--- config.mk ---
export PLATFORM = sky130hd
export DESIGN_NAME = alarm_unit
export DESIGN_NICKNAME = d
export VERILOG_FILES = /design/src/rtl/alarm_pkg.sv /design/src/rtl/bcd_hm_add.sv /design/src/rtl/alarm_unit.sv
export SDC_FILE = /design/constraint.sdc
export NUM_CORES = 1
export LEC_CHECK = 0
export ABC_AREA = 1
export CAP_MARGIN = 20
export CORE_ASPECT_RATIO = 0.6
export CORE_UTILIZATION = 50
export DETAILED_ROUTE_END_ITERATION = 12
export PLACE_DENSITY = 0.82
export SYNTH_ARGS = -nofsm -noshare
export SYNTH_HDL_FRONTEND = slang
export SYNTH_SLANG_ARGS = --single-unit
export TNS_END_PERCENT = 30
--- constraint.sdc ---
create_clock -name clk -period 14.8 [get_ports clk]
set_clock_uncertainty 0.2 [all_clocks]
set_input_delay 2.96 -clock clk [delete_from_list [all_inputs] [get_ports clk]]
set_output_delay 2.96 -clock clk [all_outputs]
set_load 0.05 [all_outputs]
--- src/rtl/alarm_pkg.sv ---
// alarm_pkg: shared state encoding, BCD limits and BCD/binary helpers for the alarm unit.
package alarm_pkg;
  typedef enum logic [2:0] {
    RUN     = 3'd0,
    SET_H   = 3'd1,
    SET_M   = 3'd2,
    RINGING = 3'd3,
    SNOOZE  = 3'd4
  } state_t;
  localparam logic [7:0] BCD_HMAX = 8'h23;
  localparam logic [7:0] BCD_MMAX = 8'h59;
  localparam logic [1:0] SET_NONE = 2'b00;
  localparam logic [1:0] SET_HOUR = 2'b01;
  localparam logic [1:0] SET_MIN  = 2'b10;
  function automatic logic [6:0] bcd2bin(input logic [7:0] b);
    return 7'(b[7:4]) * 7'd10 + 7'(b[3:0]);
  endfunction
  function automatic logic [7:0] bin2bcd(input logic [6:0] v);
    return {4'(v / 7'd10), 4'(v % 7'd10)};
  endfunction
endpackage

--- src/rtl/bcd_hm_add.sv ---
// bcd_hm_add: adds a binary minute increment to a BCD hh:mm, wrapping 59->00 and 23->00.
module bcd_hm_add import alarm_pkg::*; (
  input  logic [7:0] hh,
  input  logic [7:0] mm,
  input  logic [5:0] inc,
  output logic [7:0] hh_o,
  output logic [7:0] mm_o
);
  logic [6:0] m_sum;
  logic       wrap;
  assign m_sum = bcd2bin(mm) + 7'(inc);
  assign wrap  = m_sum >= 7'd60;
  assign mm_o  = bin2bcd(wrap ? m_sum - 7'd60 : m_sum);
  assign hh_o  = !wrap ? hh : (hh == BCD_HMAX ? 8'h00 : bin2bcd(bcd2bin(hh) + 7'd1));
endmodule

--- src/rtl/alarm_unit.sv ---
// alarm_unit: settable alarm with ring timeout and snooze, driven by the wall clock's BCD time.
module alarm_unit import alarm_pkg::*; #(
  parameter int unsigned RING_SECS  = 60,
  parameter int unsigned SNOOZE_MIN = 5,
  parameter logic [7:0]  RST_HOUR   = 8'h07,
  parameter logic [7:0]  RST_MIN    = 8'h00
) (
  input  logic       clk,
  input  logic       rst_n,
  input  logic       sec_tick,
  input  logic [7:0] hour,
  input  logic [7:0] minute,
  input  logic [7:0] second,
  input  logic       en_alarm,
  input  logic       btn_mode,
  input  logic       btn_inc,
  input  logic       btn_snooze,
  input  logic       btn_stop,
  output logic [7:0] alarm_hour,
  output logic [7:0] alarm_minute,
  output logic [1:0] setting,
  output logic       ringing,
  output logic       snoozing
);
  state_t     state_q, state_d;
  logic [7:0] ah_q, ah_d, am_q, am_d, sh_q, sh_d, sm_q, sm_d, cnt_q, cnt_d;
  logic       match_a_q, match_s_q, match_a, match_s, fire_a, fire_s;
  logic [7:0] add_hh, add_mm, add_hh_o, add_mm_o;
  logic [5:0] add_inc;
  // One adder serves the snooze target (RINGING) and both SET increments;
  // feeding minute 59 with +1 makes it a pure hour increment.
  assign add_hh  = state_q == RINGING ? hour : ah_q;
  assign add_mm  = state_q == RINGING ? minute : (state_q == SET_H ? BCD_MMAX : am_q);
  assign add_inc = state_q == RINGING ? 6'(SNOOZE_MIN) : 6'd1;
  bcd_hm_add u_add (
    .hh   (add_hh),
    .mm   (add_mm),
    .inc  (add_inc),
    .hh_o (add_hh_o),
    .mm_o (add_mm_o)
  );
  assign match_a = hour == ah_q && minute == am_q && second == 8'h00;
  assign match_s = hour == sh_q && minute == sm_q && second == 8'h00;
  assign fire_a  = match_a & ~match_a_q;
  assign fire_s  = match_s & ~match_s_q;
  always_comb begin
    state_d = state_q;
    ah_d    = ah_q;
    am_d    = am_q;
    sh_d    = sh_q;
    sm_d    = sm_q;
    cnt_d   = cnt_q;
    case (state_q)
      RUN: begin
        if (btn_mode) state_d = SET_H;
        else if (en_alarm && fire_a) begin
          state_d = RINGING;
          cnt_d   = 8'd0;
        end
      end
      SET_H: begin
        if (btn_mode) state_d = SET_M;
        else if (btn_inc) ah_d = add_hh_o;
      end
      SET_M: begin
        if (btn_mode) state_d = RUN;
        else if (btn_inc) am_d = add_mm_o;
      end
      RINGING: begin
        if (!en_alarm || btn_stop) state_d = RUN;
        else if (btn_snooze) begin
          state_d = SNOOZE;
          sh_d    = add_hh_o;
          sm_d    = add_mm_o;
        end else if (sec_tick) begin
          if (cnt_q == 8'(RING_SECS - 1)) state_d = RUN;
          else cnt_d = cnt_q + 8'd1;
        end
      end
      SNOOZE: begin
        if (!en_alarm || btn_stop) state_d = RUN;
        else if (fire_s) begin
          state_d = RINGING;
          cnt_d   = 8'd0;
        end
      end
      default: state_d = RUN;
    endcase
  end
  always_ff @(posedge clk) begin
    if (!rst_n) begin
      state_q   <= RUN;
      ah_q      <= RST_HOUR;
      am_q      <= RST_MIN;
      sh_q      <= 8'h00;
      sm_q      <= 8'h00;
      cnt_q     <= 8'd0;
      match_a_q <= 1'b1;
      match_s_q <= 1'b1;
    end else begin
      state_q   <= state_d;
      ah_q      <= ah_d;
      am_q      <= am_d;
      sh_q      <= sh_d;
      sm_q      <= sm_d;
      cnt_q     <= cnt_d;
      match_a_q <= match_a;
      match_s_q <= match_s;
    end
  end
  assign alarm_hour   = ah_q;
  assign alarm_minute = am_q;
  assign ringing      = state_q == RINGING;
  assign snoozing     = state_q == SNOOZE;
  assign setting      = state_q == SET_H ? SET_HOUR : (state_q == SET_M ? SET_MIN : SET_NONE);
endmodule

==> run summary <==
The count of nets left with antenna violations after detail routing is 0. The relative max-transition margin is 30.5%. The worst setup slack after layout is 6870 ps. After routing, the total negative slack on setup checks comes to 0 ps. The count of warnings emitted by yosys is 0.

The final-report max-slew violation count is 0. At the placement stage, the worst setup path has a slack of 6730 ps. The fraction of the mapped netlist area in simple logic gates is between 30% and 40%. The number of antenna violations at the first check in global routing is 0. Among cell families on the critical path, the largest total delay comes from simple AND/OR/NAND/NOR gates. The die height is 72.5 um. The register-to-register setup slack is 8790 ps. The H-tree was split into 2 levels.

The number of synthesized flops with an enable pin came out at 0. The arrival time at the worst endpoint is 7910 ps. The final-report hold violation count came out at 0.

The pin count of the biggest net entering global routing came out at 30. In the finished design, the share of the clock period the worst path needs comes to between 50 and 60%. Counting both buffers and inverters, the worst setup path holds a total of 5. At the end of routability-driven placement, the weighted congestion stood at 0.986.

The critical path starts at minute[5]. The synthesized area divided by synthesized cell count is about 6.4 sq um. The number of global-route vias before repair came out at 4019. The synthesized-area fraction occupied by ao, oa, aoi and oai cells is 15.0%.

The total CTS buffers came out at 5. CTS placed an instance of sky130_fd_sc_hd__clkbuf_16 at the clock tree root. The latest clock arrival within the worst-skew pair came out at approximately 300 ps. The via density per instance came out at 5.54. The floorplan has 25 rows. The floorplan step defined a core boundary enclosing just under 8000 sq um. The largest single stage delay on the critical path is 510 ps. The run finished with clean final reports.

The global-route usage over all layers is between 20 and 30%. The dominant synthesized flop cell is sky130_fd_sc_hd__dfxtp_1. The transition at the pin with the smallest max-transition slack is approximately 1000 ps. The cell that appears most often on the critical path is sky130_fd_sc_hd__nand2_1. By area, the combinational part of the netlist is dominated by simple AND/OR/NAND/NOR gates. The global-route wire length before repair came out at 19000 um. The CTS clock-pin slew for the worst setup and hold paths is around 70 ps. The detailed-route wire length per cell came out at 14.8 um. The count of cell types in the netlist is 49. The clock passes through at most 2 buffers. The clock sink count is 45. The net count of the mapped netlist is ~700. The worst setup path is launched from an input pin.

The placed wire-length estimate after detailed placement came out at 9530 um. The minimum clock period is 7930 ps. In the layout the commonest cells are 141 x sky130_fd_sc_hd__nand2_1, 117 x sky130_fd_sc_hd__inv_1, 51 x sky130_fd_sc_hd__clkdlybuf4s50_1, 45 x sky130_fd_sc_hd__nor2_1, 45 x sky130_fd_sc_hd__dfxtp_1.

The x dimension of the die is 119 um. The number of setup violations in the final report came out at 0. The library cell with the largest summed area after synthesis is sky130_fd_sc_hd__dfxtp_1. In this run the critical register-to-register path is launched from state_q[0].

Setup repair after global routing left no endpoint under its margin. The synthesis-to-finish area growth came out at 18.9%. The post-CTS setup buffer count came out at 0.

The synthesized-area fraction occupied by xor and xnor cells came out at 5.89%. The count of inserted antenna diode cells is 0. The async set-reset flop share out of synthesis came out at 0%. The number of hold buffers added after CTS was 0.

The leftover overflow at the end of global routing came out at 0. The synthesized netlist devotes a little over 8% of its cell area to adder and majority cells. The slowest stage of the critical path belongs to the cell sky130_fd_sc_hd__clkdlybuf4s50_1. The achievable frequency came out at around 130 MHz. The cell area after synthesis is 4140 sq um. The boundary pin count is 52.

The mux cell area share after synthesis came out at 0%. In the final layout, the share of cells above drive strength 1 is around a tenth. The clock tree from TritonCTS is yes. The count of fill cells added during filler insertion is 726. The total via count after detailed routing came out at 4478. The number of design-rule violations left by the first detailed-router iteration came out at approximately 550. By startpoint and endpoint, the worst setup path is classified as in -> reg. The maximum fanout count along the critical path is 5. In the post-synthesis netlist, the biggest area contributors are sky130_fd_sc_hd__dfxtp_1 22%, sky130_fd_sc_hd__nand2_1 13%, sky130_fd_sc_hd__inv_1 11%. The number of detailed-route iterations in the first pass is 5. The die covers 8660 sq um. The fraction of post-synthesis cell area in the top cell type by area came out at between 20 and 25%. The count of instances resized after the clock tree is built is 0.

The net count of the finished layout is between 700 and 800. The count of port buffers added during placement came out at 51. On the final layout, the worst hold slack is 294 ps. The utilization after layout came out at 62.0%. After synthesis, flip-flops and latches occupy 21.8% of the total area. The number of max-cap violations is 0. The effective utilization at floorplan came out at approximately 52%. The worst hold path begins at cnt_q[7]. The synthesized flop and latch total came out at 45.

The detailed-route wire length came out at 12000 um. The most common cell after layout, fill and taps aside is sky130_fd_sc_hd__nand2_1. The type of the worst min-delay path is reg -> reg. The DRC violation count after routing came out at 0. The data required time at the worst endpoint came out at 14780 ps.

The count of mapped cells out of synthesis is 647. The worst setup path is captured at a flip-flop.
[cell type report]
type / count / area [sq um] / share of cell area, %
Inverter: 123 / 462 / 9.38
Multi-Input combinational cell: 471 / 2750 / 55.8
Clock buffer: 5 / 125 / 2.54
Clock inverter: 3 / 25.0 / 0.508
Sequential cell: 45 / 901 / 18.3
Timing Repair Buffer: 53 / 526 / 10.7
Tap cell: 108 / 135 / 2.75
[kinds of logic (layout without fill, tap and decap cells)]
logic type,Yosys count,after routing
XOR/XNOR,27,27
buffers and inverters,131,184
flip-flops,45,45
AND/OR/NAND/NOR,317,317
AO/OA/AOI/OAI,102,102
adder cells (fa/ha/maj),25,25
[registers in the layout (all words and copies together) (netlist names)]
register	cells
state_q	3
match_a_q	1
alarm_minute	8
sh_q	8
cnt_q	8
sm_q	8
match_s_q	1
alarm_hour	8
[synthesized netlist by cell type (3+ instances only)]
cell                         n
sky130_fd_sc_hd__or2_2       9
sky130_fd_sc_hd__a21oi_1    37
sky130_fd_sc_hd__nand3_2     8
sky130_fd_sc_hd__nand3_1    43
sky130_fd_sc_hd__nor2_1     45
sky130_fd_sc_hd__xor2_1     19
sky130_fd_sc_hd__fa_1        4
sky130_fd_sc_hd__nor4_1      7
sky130_fd_sc_hd__dfxtp_1    45
sky130_fd_sc_hd__inv_1     117
sky130_fd_sc_hd__nor3_1      7
sky130_fd_sc_hd__nand2_4     3
sky130_fd_sc_hd__inv_2       5
sky130_fd_sc_hd__nand4_1    16
sky130_fd_sc_hd__clkbuf_1    8
sky130_fd_sc_hd__o21ai_0    35
sky130_fd_sc_hd__nand2_2    23
sky130_fd_sc_hd__xnor2_1     7
sky130_fd_sc_hd__nand2_1   141
sky130_fd_sc_hd__nand3b_1    4
sky130_fd_sc_hd__ha_1       21
sky130_fd_sc_hd__o211ai_1    3
sky130_fd_sc_hd__o22ai_1     5
[path summary, 6_finish.rpt]
check | end | cells past startpoint
worst max-delay path | sm_q[4] | 29
worst min-delay path | cnt_q[7] | 2
worst max register to register | sm_q[4] | 31
worst min register to register | cnt_q[7] | 2
[worst reg2reg max path, delay by kind of cell, from the launching register on]
kind	cells	cell delay, ps
compound gates	3	680
simple gates	19	2710
buf+inv	5	640
fa+ha+maj	4	1190
flops	1	480
[routing by layer]
layer	up-vias	routed length (um)	global-route usage, %
met5	-	0	0
met4	0	39	5.14
met3	8	1360	6.45
met2	202	5050	43.0
met1	2074	5550	40.7
li1	2194	-	-
[through the flow]
step,instances,instance area [sq um]
floorplan,647,4140
global placement,800,4770
detailed placement,800,4770
CTS,808,4920
global route,808,4920
finish,808,4920
Power is left out: the tool's default activity adds up to more than one toggle a clock period on the data nets, which glitch-free logic cannot reach.
